$ cat config.mk
export PLATFORM = sky130hd
export DESIGN_NAME = alu_mc
export DESIGN_NICKNAME = d
export VERILOG_FILES = /design/src/rtl/alu_mc.sv
export SDC_FILE = /design/constraint.sdc
export NUM_CORES = 1
export LEC_CHECK = 0
export BUFFER_PORTS_ARGS = -buffer_cell sky130_fd_sc_hd__buf_2
export CORE_AREA = 10 10 279 228
export CTS_BUF_LIST = sky130_fd_sc_hd__clkbuf_4 sky130_fd_sc_hd__clkbuf_8
export DETAILED_ROUTE_END_ITERATION = 6
export DIE_AREA = 0 0 289 238
export GPL_TIMING_DRIVEN = 0
export SETUP_SLACK_MARGIN = 0.05
export SLEW_MARGIN = 20
export SYNTH_ARGS = -nofsm -noshare
export SYNTH_HDL_FRONTEND = slang
export SYNTH_SLANG_ARGS = --single-unit
$ cat constraint.sdc
create_clock -name clk -period 11.1 [get_ports clk]
set_input_delay 2.22 -clock clk [delete_from_list [all_inputs] [get_ports clk]]
set_output_delay 2.22 -clock clk [all_outputs]
set_load 0.02 [all_outputs]
$ cat src/rtl/alu_mc.sv
// rtl/alu_mc.sv - multi-cycle MIPS EX-stage ALU with iterative unsigned multiply/divide
module alu_mc #(
   parameter int WIDTH = 32,
   parameter int OPW   = 4
) (
   input  logic             clk,
   input  logic             rst_n,
   input  logic             start,
   input  logic [OPW-1:0]   operation,
   input  logic [WIDTH-1:0] a,
   input  logic [WIDTH-1:0] b,
   output logic             busy,
   output logic             done,
   output logic [WIDTH-1:0] result,
   output logic [WIDTH-1:0] result_hi,
   output logic             zero,
   output logic             overflow,
   output logic             div_by_zero
);

   localparam int CW = $clog2(WIDTH) + 1;

   localparam logic [OPW-1:0] OP_AND  = OPW'(4'b0000);
   localparam logic [OPW-1:0] OP_OR   = OPW'(4'b0001);
   localparam logic [OPW-1:0] OP_ADD  = OPW'(4'b0010);
   localparam logic [OPW-1:0] OP_SUB  = OPW'(4'b0110);
   localparam logic [OPW-1:0] OP_SLT  = OPW'(4'b0111);
   localparam logic [OPW-1:0] OP_XOR  = OPW'(4'b1000);
   localparam logic [OPW-1:0] OP_NOR  = OPW'(4'b1001);
   localparam logic [OPW-1:0] OP_SLTU = OPW'(4'b1010);
   localparam logic [OPW-1:0] OP_MULU = OPW'(4'b1100);
   localparam logic [OPW-1:0] OP_DIVU = OPW'(4'b1101);

   typedef enum logic {S_IDLE, S_RUN} state_t;

   state_t           state_q, state_d;
   logic [CW-1:0]    cnt_q, cnt_d;
   logic             is_div_q, is_div_d;
   logic             dbz_pend_q, dbz_pend_d;
   // opnd holds the multiplicand (MULU) or the divisor (DIVU)
   logic [WIDTH-1:0] opnd_q, opnd_d;
   // hi is the product accumulator / partial remainder, lo is multiplier / dividend-quotient
   logic [WIDTH-1:0] hi_q, hi_d;
   logic [WIDTH-1:0] lo_q, lo_d;
   logic [WIDTH-1:0] result_q, result_d;
   logic [WIDTH-1:0] result_hi_q, result_hi_d;
   logic             zero_q, zero_d;
   logic             ovf_q, ovf_d;
   logic             dbz_q, dbz_d;
   logic             done_q, done_d;

   logic [WIDTH-1:0] alu_res;
   logic             alu_ovf;
   logic [WIDTH-1:0] sum;
   logic [WIDTH-1:0] diff;
   logic [WIDTH-1:0] b_neg;

   logic [WIDTH:0]   mul_sum;
   logic [WIDTH-1:0] mul_hi_n;
   logic [WIDTH-1:0] mul_lo_n;
   logic [WIDTH:0]   rem_sh;
   logic [WIDTH-1:0] rem_trial;
   logic             rem_ge;
   logic [WIDTH-1:0] div_hi_n;
   logic [WIDTH-1:0] div_lo_n;
   logic [WIDTH-1:0] step_hi;
   logic [WIDTH-1:0] step_lo;

   assign busy        = (state_q == S_RUN);
   assign done        = done_q;
   assign result      = result_q;
   assign result_hi   = result_hi_q;
   assign zero        = zero_q;
   assign overflow    = ovf_q;
   assign div_by_zero = dbz_q;

   // single-cycle operations evaluated straight from the live inputs
   always_comb begin
      alu_res = '0;
      alu_ovf = 1'b0;
      sum     = a + b;
      diff    = a - b;
      b_neg   = ~b + 1'b1;
      case (operation)
         OP_AND:  alu_res = a & b;
         OP_OR:   alu_res = a | b;
         OP_ADD: begin
            alu_res = sum;
            alu_ovf = (a[WIDTH-1] == b[WIDTH-1]) && (sum[WIDTH-1] != a[WIDTH-1]);
         end
         OP_SUB: begin
            alu_res = diff;
            alu_ovf = (a[WIDTH-1] == b_neg[WIDTH-1]) && (diff[WIDTH-1] != a[WIDTH-1]);
         end
         OP_SLT:  alu_res = {{(WIDTH-1){1'b0}}, ($signed(a) < $signed(b))};
         OP_XOR:  alu_res = a ^ b;
         OP_NOR:  alu_res = ~(a | b);
         OP_SLTU: alu_res = {{(WIDTH-1){1'b0}}, (a < b)};
         default: alu_res = '0;
      endcase
   end

   // one shift-add (multiply) and one restoring shift-subtract (divide) step
   always_comb begin
      mul_sum   = {1'b0, hi_q} + (lo_q[0] ? {1'b0, opnd_q} : {(WIDTH+1){1'b0}});
      mul_hi_n  = mul_sum[WIDTH:1];
      mul_lo_n  = {mul_sum[0], lo_q[WIDTH-1:1]};
      rem_sh    = {hi_q, lo_q[WIDTH-1]};
      rem_ge    = (rem_sh >= {1'b0, opnd_q});
      // when rem_ge holds the difference is below the divisor, so WIDTH bits suffice;
      // a zero divisor always subtracts, giving all-ones quotient and remainder == a
      rem_trial = rem_sh[WIDTH-1:0] - opnd_q;
      div_hi_n  = rem_ge ? rem_trial : rem_sh[WIDTH-1:0];
      div_lo_n  = {lo_q[WIDTH-2:0], rem_ge};
      step_hi   = is_div_q ? div_hi_n : mul_hi_n;
      step_lo   = is_div_q ? div_lo_n : mul_lo_n;
   end

   // next-state and output-register logic of the IDLE/RUN controller
   always_comb begin
      state_d     = state_q;
      cnt_d       = cnt_q;
      is_div_d    = is_div_q;
      dbz_pend_d  = dbz_pend_q;
      opnd_d      = opnd_q;
      hi_d        = hi_q;
      lo_d        = lo_q;
      result_d    = result_q;
      result_hi_d = result_hi_q;
      zero_d      = zero_q;
      ovf_d       = ovf_q;
      dbz_d       = dbz_q;
      done_d      = 1'b0;
      case (state_q)
         S_IDLE: begin
            if (start) begin
               if (operation == OP_MULU) begin
                  state_d    = S_RUN;
                  cnt_d      = '0;
                  is_div_d   = 1'b0;
                  dbz_pend_d = 1'b0;
                  opnd_d     = a;
                  hi_d       = '0;
                  lo_d       = b;
               end else if (operation == OP_DIVU) begin
                  state_d    = S_RUN;
                  cnt_d      = '0;
                  is_div_d   = 1'b1;
                  dbz_pend_d = (b == '0);
                  opnd_d     = b;
                  hi_d       = '0;
                  lo_d       = a;
               end else begin
                  result_d    = alu_res;
                  result_hi_d = '0;
                  zero_d      = (alu_res == '0);
                  ovf_d       = alu_ovf;
                  dbz_d       = 1'b0;
                  done_d      = 1'b1;
               end
            end
         end
         S_RUN: begin
            hi_d  = step_hi;
            lo_d  = step_lo;
            cnt_d = cnt_q + 1'b1;
            if (cnt_q == CW'(WIDTH-1)) begin
               state_d     = S_IDLE;
               cnt_d       = '0;
               result_d    = step_lo;
               result_hi_d = step_hi;
               zero_d      = (step_lo == '0);
               ovf_d       = 1'b0;
               dbz_d       = is_div_q && dbz_pend_q;
               done_d      = 1'b1;
            end
         end
         default: state_d = S_IDLE;
      endcase
   end

   // state and datapath registers; reset aborts any op in flight
   always_ff @(posedge clk or negedge rst_n) begin
      if (!rst_n) begin
         state_q     <= S_IDLE;
         cnt_q       <= '0;
         is_div_q    <= 1'b0;
         dbz_pend_q  <= 1'b0;
         opnd_q      <= '0;
         hi_q        <= '0;
         lo_q        <= '0;
         result_q    <= '0;
         result_hi_q <= '0;
         zero_q      <= 1'b0;
         ovf_q       <= 1'b0;
         dbz_q       <= 1'b0;
         done_q      <= 1'b0;
      end else begin
         state_q     <= state_d;
         cnt_q       <= cnt_d;
         is_div_q    <= is_div_d;
         dbz_pend_q  <= dbz_pend_d;
         opnd_q      <= opnd_d;
         hi_q        <= hi_d;
         lo_q        <= lo_d;
         result_q    <= result_d;
         result_hi_q <= result_hi_d;
         zero_q      <= zero_d;
         ovf_q       <= ovf_d;
         dbz_q       <= dbz_d;
         done_q      <= done_d;
      end
   end

endmodule

==> results.md <==
Clocking:
- Counting every sink on the clock net gives 173.
- After clock tree synthesis, the clock-pin slew on the worst setup and hold paths is 0.10 ns.
- The clock tree synthesis step divided the H-tree into 4 levels.
- The source-to-sink clock delay at the later pin of the worst-skew pair is 0.49 ns.
- The number of buffers inserted during clock tree synthesis is 17.
- After clock tree synthesis, the repair step resized 0 gates.
- For this design, the CTS-stage hold fixing added 0 buffers.
- In this run the post-CTS setup repair buffer count came out at 0.
- The buffer depth of the longest clock path is 2.
- The clock tree from TritonCTS is built.
- The cell at the root of the clock tree is sky130_fd_sc_hd__clkbuf_8.

Final layout:
- The number of antenna diodes in the final layout is 0.
- At the end of the flow, the number of nets in the layout was 2684.
- The share of final-layout standard cells stronger than drive strength 1 is 10.0%.
- The final non-filler cell total is 3218.
- After routing the design area is 19900 um2.
- The fill cell total of the finished layout is 6186.
- The end-of-flow core utilization is 34.4%.
- The top cell types in the final layout, fill and taps aside, are 247 x sky130_fd_sc_hd__nand2_1, 184 x sky130_fd_sc_hd__a21oi_1, 174 x sky130_fd_sc_hd__nor2_1.
- The most common cell after layout, fill and taps aside is sky130_fd_sc_hd__nand2_1.
- Relative to the synthesized area, the layout overhead comes to 11.8%.

Detailed routing:
- The starting DRC count in detailed routing is 2044.
- The final routed wire length divided by cell count is 25.2 um.
- The wire length on met1 is 35.6 mm.
- The met2 wirelength from detailed routing is 36.2 mm.
- After detailed routing, the number of remaining DRC violations is 0.
- The number of vias after detailed routing is 18900.
- The first detailed-routing pass ran for 5 iterations.
- The highest signal layer in the routed design is met5.
- The total met3 wirelength after detailed routing is 7.76 mm.
- The final layout contains routed wiring with a total length of 81.1 mm.
- The routed via count divided by cell count is 5.86.
- The detail route stage leaves a number of antenna-violating nets equal to 0.

Power:
- The power density of the placed cells is 208 nW/um2.
- The leakage component of the power is 9.15 nW.
- The design draws 4.13 mW.
- IR analysis of the VDD net gives a maximum drop of 0.112 mV.

Synthesis:
- The number of instances in the synthesized netlist is 2276.
- Summing the areas of all compound-gate instances in the mapped netlist gives 27.4% of the synthesized area.
- After Yosys synthesis, XOR and XNOR cells account for 3.01% of the synthesized area.
- The post-synthesis cell area is 17800 um2.
- The number of nets in the synthesized netlist is 2524.
- The adder and majority gate portion of the synthesized area is 12.6%.
- The number of unique standard cell types used by synthesis is 90.
- The area share of the largest cell type after synthesis is 24.4%.
- The total of flip-flops plus latches after synthesis is 173.
- The portion of synthesized area spent on multiplexers is 7.83%.
- For this run, asynchronously set or reset flops after synthesis account for 100%.
- Each instance of the synthesized netlist takes up on average 7.81 um2.
- Of all cell types, the one taking the most synthesized area is sky130_fd_sc_hd__dfrtp_1.
- Ranked by total cell area, the synthesized netlist is headed by sky130_fd_sc_hd__dfrtp_1 24%, sky130_fd_sc_hd__ha_1 12%, sky130_fd_sc_hd__mux2i_1 6.5%.
- The share of the Yosys chip area taken by registers is 24.4%.
- The dominant combinational cell family by area after synthesis is compound AO/OA/AOI/OAI gates.
- For this run, the number of Yosys warnings is 0.
- The number of enable flip-flop cells after synthesis is 0.
- Among all flip-flop cells after synthesis, the most frequent one is sky130_fd_sc_hd__dfrtp_1.
- The area share of and/or/nand/nor cells after synthesis is 18.8%.

Global route:
- Entering global routing, the biggest net connects 73 pins.
- The initial antenna violation count is 6.
- The first global-routing pass estimated 119 mm of wire.
- The via count of the first global-routing pass is 18200.
- The total global routing overflow is 0.
- In the global route stage, overall resource usage came out at 22.7%.

Placed design:
- After detailed placement, the total cell area comes to 19500 um2.
- The total placed cells including tap cells is 3186.
- The global placement routability congestion is 0.976.
- The half-perimeter wire length after placement is 64.7 mm.
- The pre-CTS setup slack is 4.22 ns.
- The quantity of I/O buffers inserted on ports is 138.

Floorplan:
- The floorplan has 79 rows.
- The die area is 68800 um2.
- The starting density of the core is 30.8%.
- The die boundary width is 289 um.
- In this run the count of I/O pins placed on the die edge is 140.
- The vertical die dimension is 238 um.
- The core region area is 57700 um2.

Critical path:
- The cell at the slowest stage of the critical path is sky130_fd_sc_hd__o311ai_1.
- The startpoint identified for the worst register-to-register timing path is lo_q[0].
- The data arrival time of the critical path is 6.95 ns.
- The worst register-to-register path ends at hi_q[31].
- The worst setup path is captured at a flop.
- The family with the most delay on the worst path is compound AO/OA/AOI/OAI gates.
- The worst setup path category is input pin to flop.
- The worst register-to-register path has a depth of 16.
- The signal on the critical path passes through buf_2 -> inv_1 -> ha_1 -> a211oi_1 -> nor4_1 -> o21ai_0 -> a21oi_1 -> o311ai_1 -> o21ai_0 -> xnor2_1 -> nor2_1 -> a211oi_1 -> nand4_1 -> nor4_1 -> a21o_1.
- The count of buffering cells on the critical path with inverters included is 2.
- The maximum fanout along the worst path is 6.
- For the worst setup path, the data required time is 11.54 ns.
- The setup check on the worst reg-to-reg path leaves a slack of 6.34 ns.
- In this design, the stage delay of the slowest critical-path cell is 0.69 ns.
- The worst setup path is launched from an input pin.

Worst hold path:
- The startpoint identified for the worst hold timing path is result_hi[26].
- The hold-critical path depth is 2.
- The worst hold path belongs to the class flop to flop.
- The worst hold path terminates at result_hi[26].

STA:
- Setup repair after global routing left no endpoint under its margin.
- The maximum clock frequency is 154 MHz.
- The count of pins over their slew limit is 0.
- Of the available clock period, the critical path in the final layout requires 58.6%.
- Measured against its own limit, the worst slew margin works out to 29.0%.
- The final setup violation count is 0.
- The final count of hold timing violations is 0.
- The post-route minimum period is 6.51 ns.
- The slew at the pin closest to its max-slew limit is 1.06 ns.
- The final-layout setup total negative slack is 0 ns.
- In the post-route analysis, the smallest setup slack over all paths is 4.59 ns.
- Across all hold checks on the routed design, the worst slack comes to 0.471 ns.
- The clock skew is 0.0178 ns.

Run status:
- The run finished with clean final reports.

Flow run:
- The reported max-cap violation count is 0.
==> area by class of cell <==
class	count	area, um2	share of cell area, %
Multi-Input combinational cell	1830	12400	62.4
Sequential cell	173	4330	21.8
Tap cell	769	962	4.84
Timing Repair Buffer	141	767	3.86
Inverter	154	578	2.91
Buffer	119	484	2.44
Clock buffer	21	270	1.36
Clock inverter	11	82.6	0.416
==> sequential cells by signal (all words and copies together), names as in the netlist <==
signal and cells:
hi_q 32, done 1, zero 1, opnd_q 32, cnt_q 6, lo_q 32, is_div_q 1, dbz_pend_q 1
result 32, div_by_zero 1, busy 1, overflow 1, result_hi 32
==> metal layers <==
metal | GRT usage (%) | vias to the layer above
met5 | 0 | -
met4 | 5.07 | 2
met3 | 4.70 | 110
met2 | 36.1 | 919
met1 | 31.2 | 9261
li1 | - | 8576
==> synthesized netlist by cell type, types with 12 or more instances <==
cell                       count
sky130_fd_sc_hd__inv_1       149
sky130_fd_sc_hd__a31oi_1      21
sky130_fd_sc_hd__xnor2_1      41
sky130_fd_sc_hd__o21a_1       20
sky130_fd_sc_hd__and2_1       46
sky130_fd_sc_hd__ha_1        173
sky130_fd_sc_hd__xor2_1       20
sky130_fd_sc_hd__nand3_1      52
sky130_fd_sc_hd__a21oi_1     185
sky130_fd_sc_hd__a22oi_1      19
sky130_fd_sc_hd__clkbuf_1     89
sky130_fd_sc_hd__o21ai_1      51
sky130_fd_sc_hd__nor4_1       20
sky130_fd_sc_hd__nand2_1     247
sky130_fd_sc_hd__nor2b_1      19
sky130_fd_sc_hd__a221o_1      22
sky130_fd_sc_hd__nand2b_1     23
sky130_fd_sc_hd__nor2_1      174
sky130_fd_sc_hd__nor3_1       39
sky130_fd_sc_hd__mux2i_1     115
sky130_fd_sc_hd__o31ai_1      13
sky130_fd_sc_hd__and3_1       14
sky130_fd_sc_hd__a22o_1       19
sky130_fd_sc_hd__o211ai_1     44
sky130_fd_sc_hd__o21bai_1     16
sky130_fd_sc_hd__a221oi_1     15
sky130_fd_sc_hd__a211oi_1     29
sky130_fd_sc_hd__mux2_2       20
sky130_fd_sc_hd__dfrtp_1     173
sky130_fd_sc_hd__o21ai_0     147
sky130_fd_sc_hd__o22ai_1      12
sky130_fd_sc_hd__buf_2        18
sky130_fd_sc_hd__nand4_1      24
sky130_fd_sc_hd__a21o_1       42
==> kinds of logic (layout without fill, tap and decap cells) <==
family / after synthesis / in the layout
and+or+nand+nor: 709 / 709
xor gates and xnor gates: 61 / 61
muxes: 136 / 136
adders and majority gates: 177 / 177
AOI/OAI and AO/OA: 747 / 747
buffers and inverters: 273 / 446
DFF: 173 / 173
==> worst register-to-register path, cell delays in order, from the launching register on <==
cell and delay (ns):
sky130_fd_sc_hd__dfrtp_1 0.50, sky130_fd_sc_hd__clkbuf_1 0.32, sky130_fd_sc_hd__and2_1 0.24, sky130_fd_sc_hd__ha_1 0.21, sky130_fd_sc_hd__fa_1 0.43, sky130_fd_sc_hd__a211oi_1 0.32
sky130_fd_sc_hd__o21bai_1 0.12, sky130_fd_sc_hd__a21oi_1 0.38, sky130_fd_sc_hd__o21ai_1 0.25, sky130_fd_sc_hd__a21oi_1 0.37, sky130_fd_sc_hd__nor3_1 0.09, sky130_fd_sc_hd__a211oi_1 0.35
sky130_fd_sc_hd__o21ai_1 0.24, sky130_fd_sc_hd__a41o_1 0.32, sky130_fd_sc_hd__o21ai_0 0.20, sky130_fd_sc_hd__a21oi_1 0.12, sky130_fd_sc_hd__a22o_1 0.19
==> where the power goes <==
| group | switching [mW] | internal (mW) | leakage [nW] |
|---|---|---|---|
| Combinational | 1.65 | 0.969 | 6.75 |
| Clock | 0.262 | 0.171 | 0.182 |
| Sequential | 0.238 | 0.842 | 2.22 |
| Total | 2.15 | 1.98 | 9.15 |
==> worst max path at each step <==
stage	start	to	slack (ns)	cells after the start
after floorplan	a[0]	zero	6.00	15
after global placement	b[1]	zero	4.23	15
after detailed placement	b[1]	zero	4.22	15
after CTS	b[1]	zero	4.76	15
after global routing	b[1]	zero	4.45	15
final	b[1]	zero	4.59	15
No activity file was read; power rests on OpenSTA's default activity.
